$ cat src/rtl/cache_ctrl.sv
// cache_ctrl: single-request cache controller.
//   Read hits are served from the cache.
//   Read misses fetch the word from memory and fill the cache.
//   Writes are write-through without write-allocate: the cache is updated
//   only on a hit, and memory is always written.
// Ports:
//   clk, rst         clock; asynchronous active-low reset
//   cpu_*            CPU request (re/we/addr/wdata) and response (rdata/ready)
//   hit, cache_*     tag-compare result, cache read data, cache write port
//   mem_*            memory request/ack handshake and data
//   busy             high whenever a request is in flight
//   hit_count,
//   miss_count       saturating 16-bit lookup statistics
module cache_ctrl #(
    parameter int ADDR_WIDTH = 8,
    parameter int DATA_WIDTH = 8
) (
    input  logic                  clk,
    input  logic                  rst,
    input  logic                  cpu_re,
    input  logic                  cpu_we,
    input  logic [ADDR_WIDTH-1:0] cpu_addr,
    input  logic [DATA_WIDTH-1:0] cpu_wdata,
    output logic [DATA_WIDTH-1:0] cpu_rdata,
    output logic                  cpu_ready,
    input  logic                  hit,
    input  logic [DATA_WIDTH-1:0] cache_rdata,
    output logic                  cache_we,
    output logic [ADDR_WIDTH-1:0] cache_addr,
    output logic [DATA_WIDTH-1:0] cache_wdata,
    output logic                  mem_req,
    output logic                  mem_we,
    output logic [ADDR_WIDTH-1:0] mem_addr,
    output logic [DATA_WIDTH-1:0] mem_wdata,
    input  logic                  mem_ack,
    input  logic [DATA_WIDTH-1:0] mem_rdata,
    output logic                  busy,
    output logic [15:0]           hit_count,
    output logic [15:0]           miss_count
);

    localparam logic [2:0] S_IDLE   = 3'd0;
    localparam logic [2:0] S_LOOKUP = 3'd1;
    localparam logic [2:0] S_MEM_RD = 3'd2;
    localparam logic [2:0] S_FILL   = 3'd3;
    localparam logic [2:0] S_MEM_WR = 3'd4;
    localparam logic [2:0] S_RESP   = 3'd5;

    logic [2:0]            state_q, state_d;
    logic [ADDR_WIDTH-1:0] addr_q, addr_d;
    logic [DATA_WIDTH-1:0] wdata_q, wdata_d;
    logic                  we_q, we_d;
    logic [DATA_WIDTH-1:0] fill_q, fill_d;
    logic [DATA_WIDTH-1:0] rdata_q, rdata_d;
    logic [15:0]           hit_cnt_q, hit_cnt_d;
    logic [15:0]           miss_cnt_q, miss_cnt_d;

    always_comb begin
        state_d    = state_q;
        addr_d     = addr_q;
        wdata_d    = wdata_q;
        we_d       = we_q;
        fill_d     = fill_q;
        rdata_d    = rdata_q;
        hit_cnt_d  = hit_cnt_q;
        miss_cnt_d = miss_cnt_q;
        case (state_q)
            S_IDLE: begin
                if (cpu_re || cpu_we) begin
                    addr_d  = cpu_addr;
                    wdata_d = cpu_wdata;
                    // A simultaneous read and write request is taken as a write.
                    we_d    = cpu_we;
                    state_d = S_LOOKUP;
                end
            end
            S_LOOKUP: begin
                if (hit) begin
                    if (hit_cnt_q != 16'hFFFF) hit_cnt_d = hit_cnt_q + 16'd1;
                    if (!we_q) rdata_d = cache_rdata;
                    state_d = we_q ? S_MEM_WR : S_RESP;
                end else begin
                    if (miss_cnt_q != 16'hFFFF) miss_cnt_d = miss_cnt_q + 16'd1;
                    state_d = we_q ? S_MEM_WR : S_MEM_RD;
                end
            end
            S_MEM_RD: begin
                if (mem_ack) begin
                    fill_d  = mem_rdata;
                    state_d = S_FILL;
                end
            end
            S_FILL: begin
                rdata_d = fill_q;
                state_d = S_RESP;
            end
            S_MEM_WR: begin
                if (mem_ack) state_d = S_RESP;
            end
            S_RESP:  state_d = S_IDLE;
            default: state_d = S_IDLE;
        endcase
    end

    always_ff @(posedge clk or negedge rst) begin
        if (!rst) begin
            state_q    <= S_IDLE;
            addr_q     <= '0;
            wdata_q    <= '0;
            we_q       <= 1'b0;
            fill_q     <= '0;
            rdata_q    <= '0;
            hit_cnt_q  <= '0;
            miss_cnt_q <= '0;
        end else begin
            state_q    <= state_d;
            addr_q     <= addr_d;
            wdata_q    <= wdata_d;
            we_q       <= we_d;
            fill_q     <= fill_d;
            rdata_q    <= rdata_d;
            hit_cnt_q  <= hit_cnt_d;
            miss_cnt_q <= miss_cnt_d;
        end
    end

    // Control outputs decode directly from the state register, so an
    // asynchronous reset (state forced to IDLE) drops them immediately.
    assign busy        = (state_q != S_IDLE);
    assign cpu_ready   = (state_q == S_RESP);
    assign mem_req     = (state_q == S_MEM_RD) || (state_q == S_MEM_WR);
    assign mem_we      = (state_q == S_MEM_WR);
    assign cache_we    = ((state_q == S_LOOKUP) && we_q && hit) || (state_q == S_FILL);
    assign cache_wdata = (state_q == S_FILL) ? fill_q : wdata_q;
    assign cache_addr  = addr_q;
    assign mem_addr    = addr_q;
    assign mem_wdata   = wdata_q;
    assign cpu_rdata   = rdata_q;
    assign hit_count   = hit_cnt_q;
    assign miss_count  = miss_cnt_q;

endmodule

$ cat config.mk
export PLATFORM = sky130hd
export DESIGN_NAME = cache_ctrl
export DESIGN_NICKNAME = d
export VERILOG_FILES = /design/src/rtl/cache_ctrl.sv
export SDC_FILE = /design/constraint.sdc
export NUM_CORES = 1
export LEC_CHECK = 0
export CELL_PAD_IN_SITES_DETAIL_PLACEMENT = 1
export CELL_PAD_IN_SITES_GLOBAL_PLACEMENT = 2
export CORE_MARGIN = 2
export CORE_UTILIZATION = 28
export CTS_CLUSTER_SIZE = 8
export DETAILED_ROUTE_END_ITERATION = 7
export PLACE_DENSITY_LB_ADDON = 0.1
export SLEW_MARGIN = 20
export SYNTH_ARGS = -nofsm -noshare
export SYNTH_HDL_FRONTEND = slang
export SYNTH_SLANG_ARGS = --single-unit
$ cat constraint.sdc
create_clock -name clk -period 2.4 [get_ports clk]
set_input_delay 0.24 -clock clk [delete_from_list [all_inputs] [get_ports clk]]
set_output_delay 0.24 -clock clk [all_outputs]
set_load 0.1 [all_outputs]
Word level (Yosys, flattened, before mapping)
Cells that the tools add are included.
- bits of input ports: 38
- output and inout bits: 77
- bits in read-only memories: 0
- memory bits (writable): 0
- latch bits: 0
- logic and storage cells: 48
- flip-flop bits (word level): 68
- memories: 0
- muxes and demuxes: 11
- add/sub/neg operators: 2
- shift-type cells: 0
- reduce and logical (&&, ||, !) cells: 14
- divide/modulo/power cells: 0
- multiply operators: 0
- bitwise gates (word level): 1
- order comparisons: 0
- equality and inequality tests: 12
- operators with widths (operator ; count):
    $add 16x1->16 const B ; 2
    $ne 16x16->1 const B ; 2
    $mux 8 ; 3
    $pmux 8 s2 ; 1
    $mux 3 ; 5
    $pmux 3 s5 ; 1
    $reduce_and 3->1 ; 4
    $ne 2x2->1 const B ; 4
    $eq 3x2->1 const B ; 2
    $eq 3x3->1 const B ; 2
    $reduce_and 2->1 ; 2
    $eq 3x1->1 const B ; 1
    $logic_not 3->1 ; 1
    $logic_or 1x1->1 ; 3
    $reduce_bool 3->1 ; 1
    $logic_and 1x1->1 ; 2
    $ne 2x1->1 const B ; 1
    $reduce_bool 2->1 ; 1
    $mux 1 ; 1
    $not 1->1 ; 1

Longest topological paths before layout
- depth after elaboration: 4
- gate-level depth with buffers: 6
- mapped depth without buffers: 5

Least setup slack after synthesis
Ideal clock, no wire load.
- path kind: reg-to-reg
- start: register miss_cnt_q[0] (netlist: miss_count[0])
- end: register miss_cnt_q[1] (netlist: miss_count[1])
- cell stages (with the launch flop): 6
- arrival: 2.358 ns
- setup time: 0.129 ns
- required time: 2.271 ns
- buffers on the path: 0
- setup slack: -0.086 ns
- period minus slack after synthesis: 2.486 ns
- cells stage by stage: dfrtp_1 ha_1 and3_1 nand4_1 o21bai_1 mux2_1
- word-level cells in the longest chain between the ends: 2
- elaborated cells between the ends (all ways): 3
- those cells by class: add/sub (1); eq/ne (1); reduce/logical (1)
- RTL lines (what ; line ; RTL):
    start, declared ; 56 ; logic [15:0] miss_cnt_q, miss_cnt_d;
    start signal, assigned ; 123 ; miss_cnt_q <= miss_cnt_d;
    parallel branches: the longest is 2 deep, another holds $add 16x1->16 ; - ;
Parallel ways; which one is timed is not known.
A chain may end at the register's enable or synchronous reset.

Worst setup path in the final report
- start: register state_q[2]
- end: output cache_wdata[4]
- word-level cells in the longest chain between the ends: 2
- RTL lines (what ; line ; RTL):
    start, declared ; 49 ; logic [2:0] state_q, state_d;
    start signal, assigned ; 116 ; state_q <= state_d;
    $eq 3x2->1 ; 134 ; assign cache_wdata = (state_q == S_FILL) ? fill_q : wdata_q;
    $mux 8 ; 134 ;
    end, declared ; 30 ; output logic [DATA_WIDTH-1:0] cache_wdata,
Every way passes these cells.

==> metrics <==
Post-Place Worst Slack=0.115 ns; crit end category=output pin; fill count=1265; Max Transition Viols Final=0; deepest clock path buffer count=2; Routed WL per cell=15.3 um; Seq/Total Area, Yosys=51.8%; xor/xnor cell area share of the yosys netlist=~7.5%; std cell rows=39; via count=2577; CTS clock-pin slew for the worst setup and hold paths=0.06 ns; routed wire length=approximately 8.4 mm; top cell type by total area after synthesis=dfrtp_1; htree depth=3; origin of the critical flop-to-flop path=state_q[2]; setup violators final=0; final-report hold violation count=0; Post-Route Setup TNS=0 ns; Req. time, crit path=2.16 ns; Slew Limit Headroom=38.3%; Sink Count=68; Post-Syn Area per Cell=around 12 um^2; fin cells=545; max frequency=458 MHz; reg2reg end=miss_count[1]; Ant. Diodes=0; DRT antenna net count=0; Gate Count Post-Synth=around 280; share of the synthesized area in compound gates (AO/OA/AOI/OAI)=4.53%; Adder-Cell Fraction of Synth Area=0.761%; post-route setup slack=0.219 ns; initial antenna violation count=0; post-layout min period=2.18 ns; RSZ-0062 raised after global routing=false; worst-path fanout max=17; synthesis-to-layout area growth=45.5%; Final Skew=~0.0075 ns; Tcrit/Tclk final=90.9%; Synth Flop Type=dfrtp_1; core area=about 11000 um^2; largest net degree at the start of global routing=38; CTS Buf Count=9; Congestion Overflow GR=0; I/O Buffers=114; TritonRoute pass-1 iters=3; main combinational cell family by area after synthesis=simple AND/OR/NAND/NOR gates; max-cap violation count=0; commonest cells in the netlist=68 x dfrtp_1, 33 x mux2_2, 21 x nand2_1; startpoint types=flip-flop; nets@finish=437; Cell Area, Synth=3290 um^2; DRC violations left=0; Net Count, Synth=about 320; Die Area=12600 um^2; GRT Overall Usage=roughly 14%; Initial Util=28.8%; vias per inst=4.73; EDFF count, synth=0; Final GP Congestion=0.706; min-delay worst type=in2async; Simple-Gate Fraction of Synth Area=16.9%; cell count after placement=528; number of distinct library cells after synthesis=48; most frequent cell after synthesis=dfrtp_1; post-synthesis mux area share=14.7%; DPL Wire Length=6.14 mm; share of cells above drive strength 1=35.6%; post-synth top area share=51.8%; FFs w/ async S/R, synth=100%; post-layout util=41.9%; Die Width=between 100 and 150 um; initial DRC count=between 60 and 70; Die Y=112 um; vias in the first global route=2771; R2R depth=3; CTS root buf=clkbuf_16; # IOs=115; synthesis-stage register bit count=68; wire length of the first global-routing pass=14.1 mm; clock latency on the worst-skew pair=0.33 ns; critical path class=reg2out; Slew @ Worst Pin=0.919 ns; CTS tree=yes; YS warnings=0; WP data arrival=1.94 ns; R2R Setup Slk=0.32 ns; status=completed; ranking of synthesized cells by area=dfrtp_1 52%, mux2_2 11%, xnor2_1 5.1%
## per-layer routing
metal	global-route usage [%]	share of wire, %	vias to the layer above
met5	0	0	-
met4	6.10	1.9	0
met3	5.83	9.3	11
met2	21.6	46	77
met1	17.4	43	1255
li1	-	-	1234
## flip-flops by register name, indices dropped and copies added, names as in the netlist
register	flops
state_q	3
fill_q	8
miss_count	16
hit_count	16
mem_wdata	8
we_q	1
cache_addr	8
cpu_rdata	8
## worst max-delay path, cell delays in order, from the launching register on
cell and delay (ns):
dfrtp_1 0.55, nor2b_1 0.13, nand2_1 0.09, buf_4 0.26, mux2_2 0.40, buf_12 0.17
## cells by family after synthesis
kind of cell               after synthesis
adders and majority gates                2
and+or+nand+nor                         93
xor gates and xnor gates                28
muxes                                   44
DFF                                     68
buffers and inverters                   22
AOI/OAI and AO/OA                       24
## per-stage QoR
| step | hold WS [ns] | area [um^2] |
|---|---|---|
| 6_report | 0.392 | 4780 |
| 5_1_grt | 0.429 | 4780 |
| 4_1_cts | 0.407 | 4780 |
| 3_5_place_dp | 0.224 | 4490 |
| 3_3_place_gp | 0.228 | 4490 |
| 2_1_floorplan | -0.0556 | 3290 |
## how the worst max path moves through the flow
stage	from	endpoint	slack (ns)	depth (start not counted)
after floorplan	miss_count[11]	miss_count[1]	0.09	4
after global placement	hit	miss_count[10]	0.16	5
after detailed placement	hit	miss_count[1]	0.11	4
after CTS	state_q[2]	cache_wdata[3]	0.17	5
after global routing	state_q[2]	cache_wdata[7]	0.09	5
final	state_q[2]	cache_wdata[4]	0.22	5
## placed cells by master, fill, tap and decap left out, types with 3 or more instances in the layout
master            n
inv_1             5
nor2_1           10
dfrtp_1          66
nor4_1            4
nor2b_1           3
clkbuf_16         9
nand4_1           9
nand3_1           9
and4_1            3
clkbuf_8          3
buf_12           10
nor3_1           10
o21ai_0          13
clkdlybuf4s50_1  36
mux2i_1           9
nand2_1          21
buf_4            75
xor2_1            9
xnor2_1          19
mux2_2           33
and3_1            5
clkbuf_1          3
## timing repair
item / CTS / global route
hold endpoints to repair: 31 / 0
hold buffers: 1 / 0
setup buffers: 0 / 0
gates resized for setup: 0 / 0
## cell type report
type	count	area [um^2]	share of cell area [%]
inverters	5	18.8	0.392
repair buffers	122	1130	23.7
flip-flops and latches	68	1700	35.6
multi-input cells	191	1470	30.6
clock buffers	15	278	5.81
clock inverters	1	5.00	0.105
well taps	143	179	3.74
Power is not shown: default switching activity piles up to over one toggle a cycle in this logic, so the estimate is an artifact.
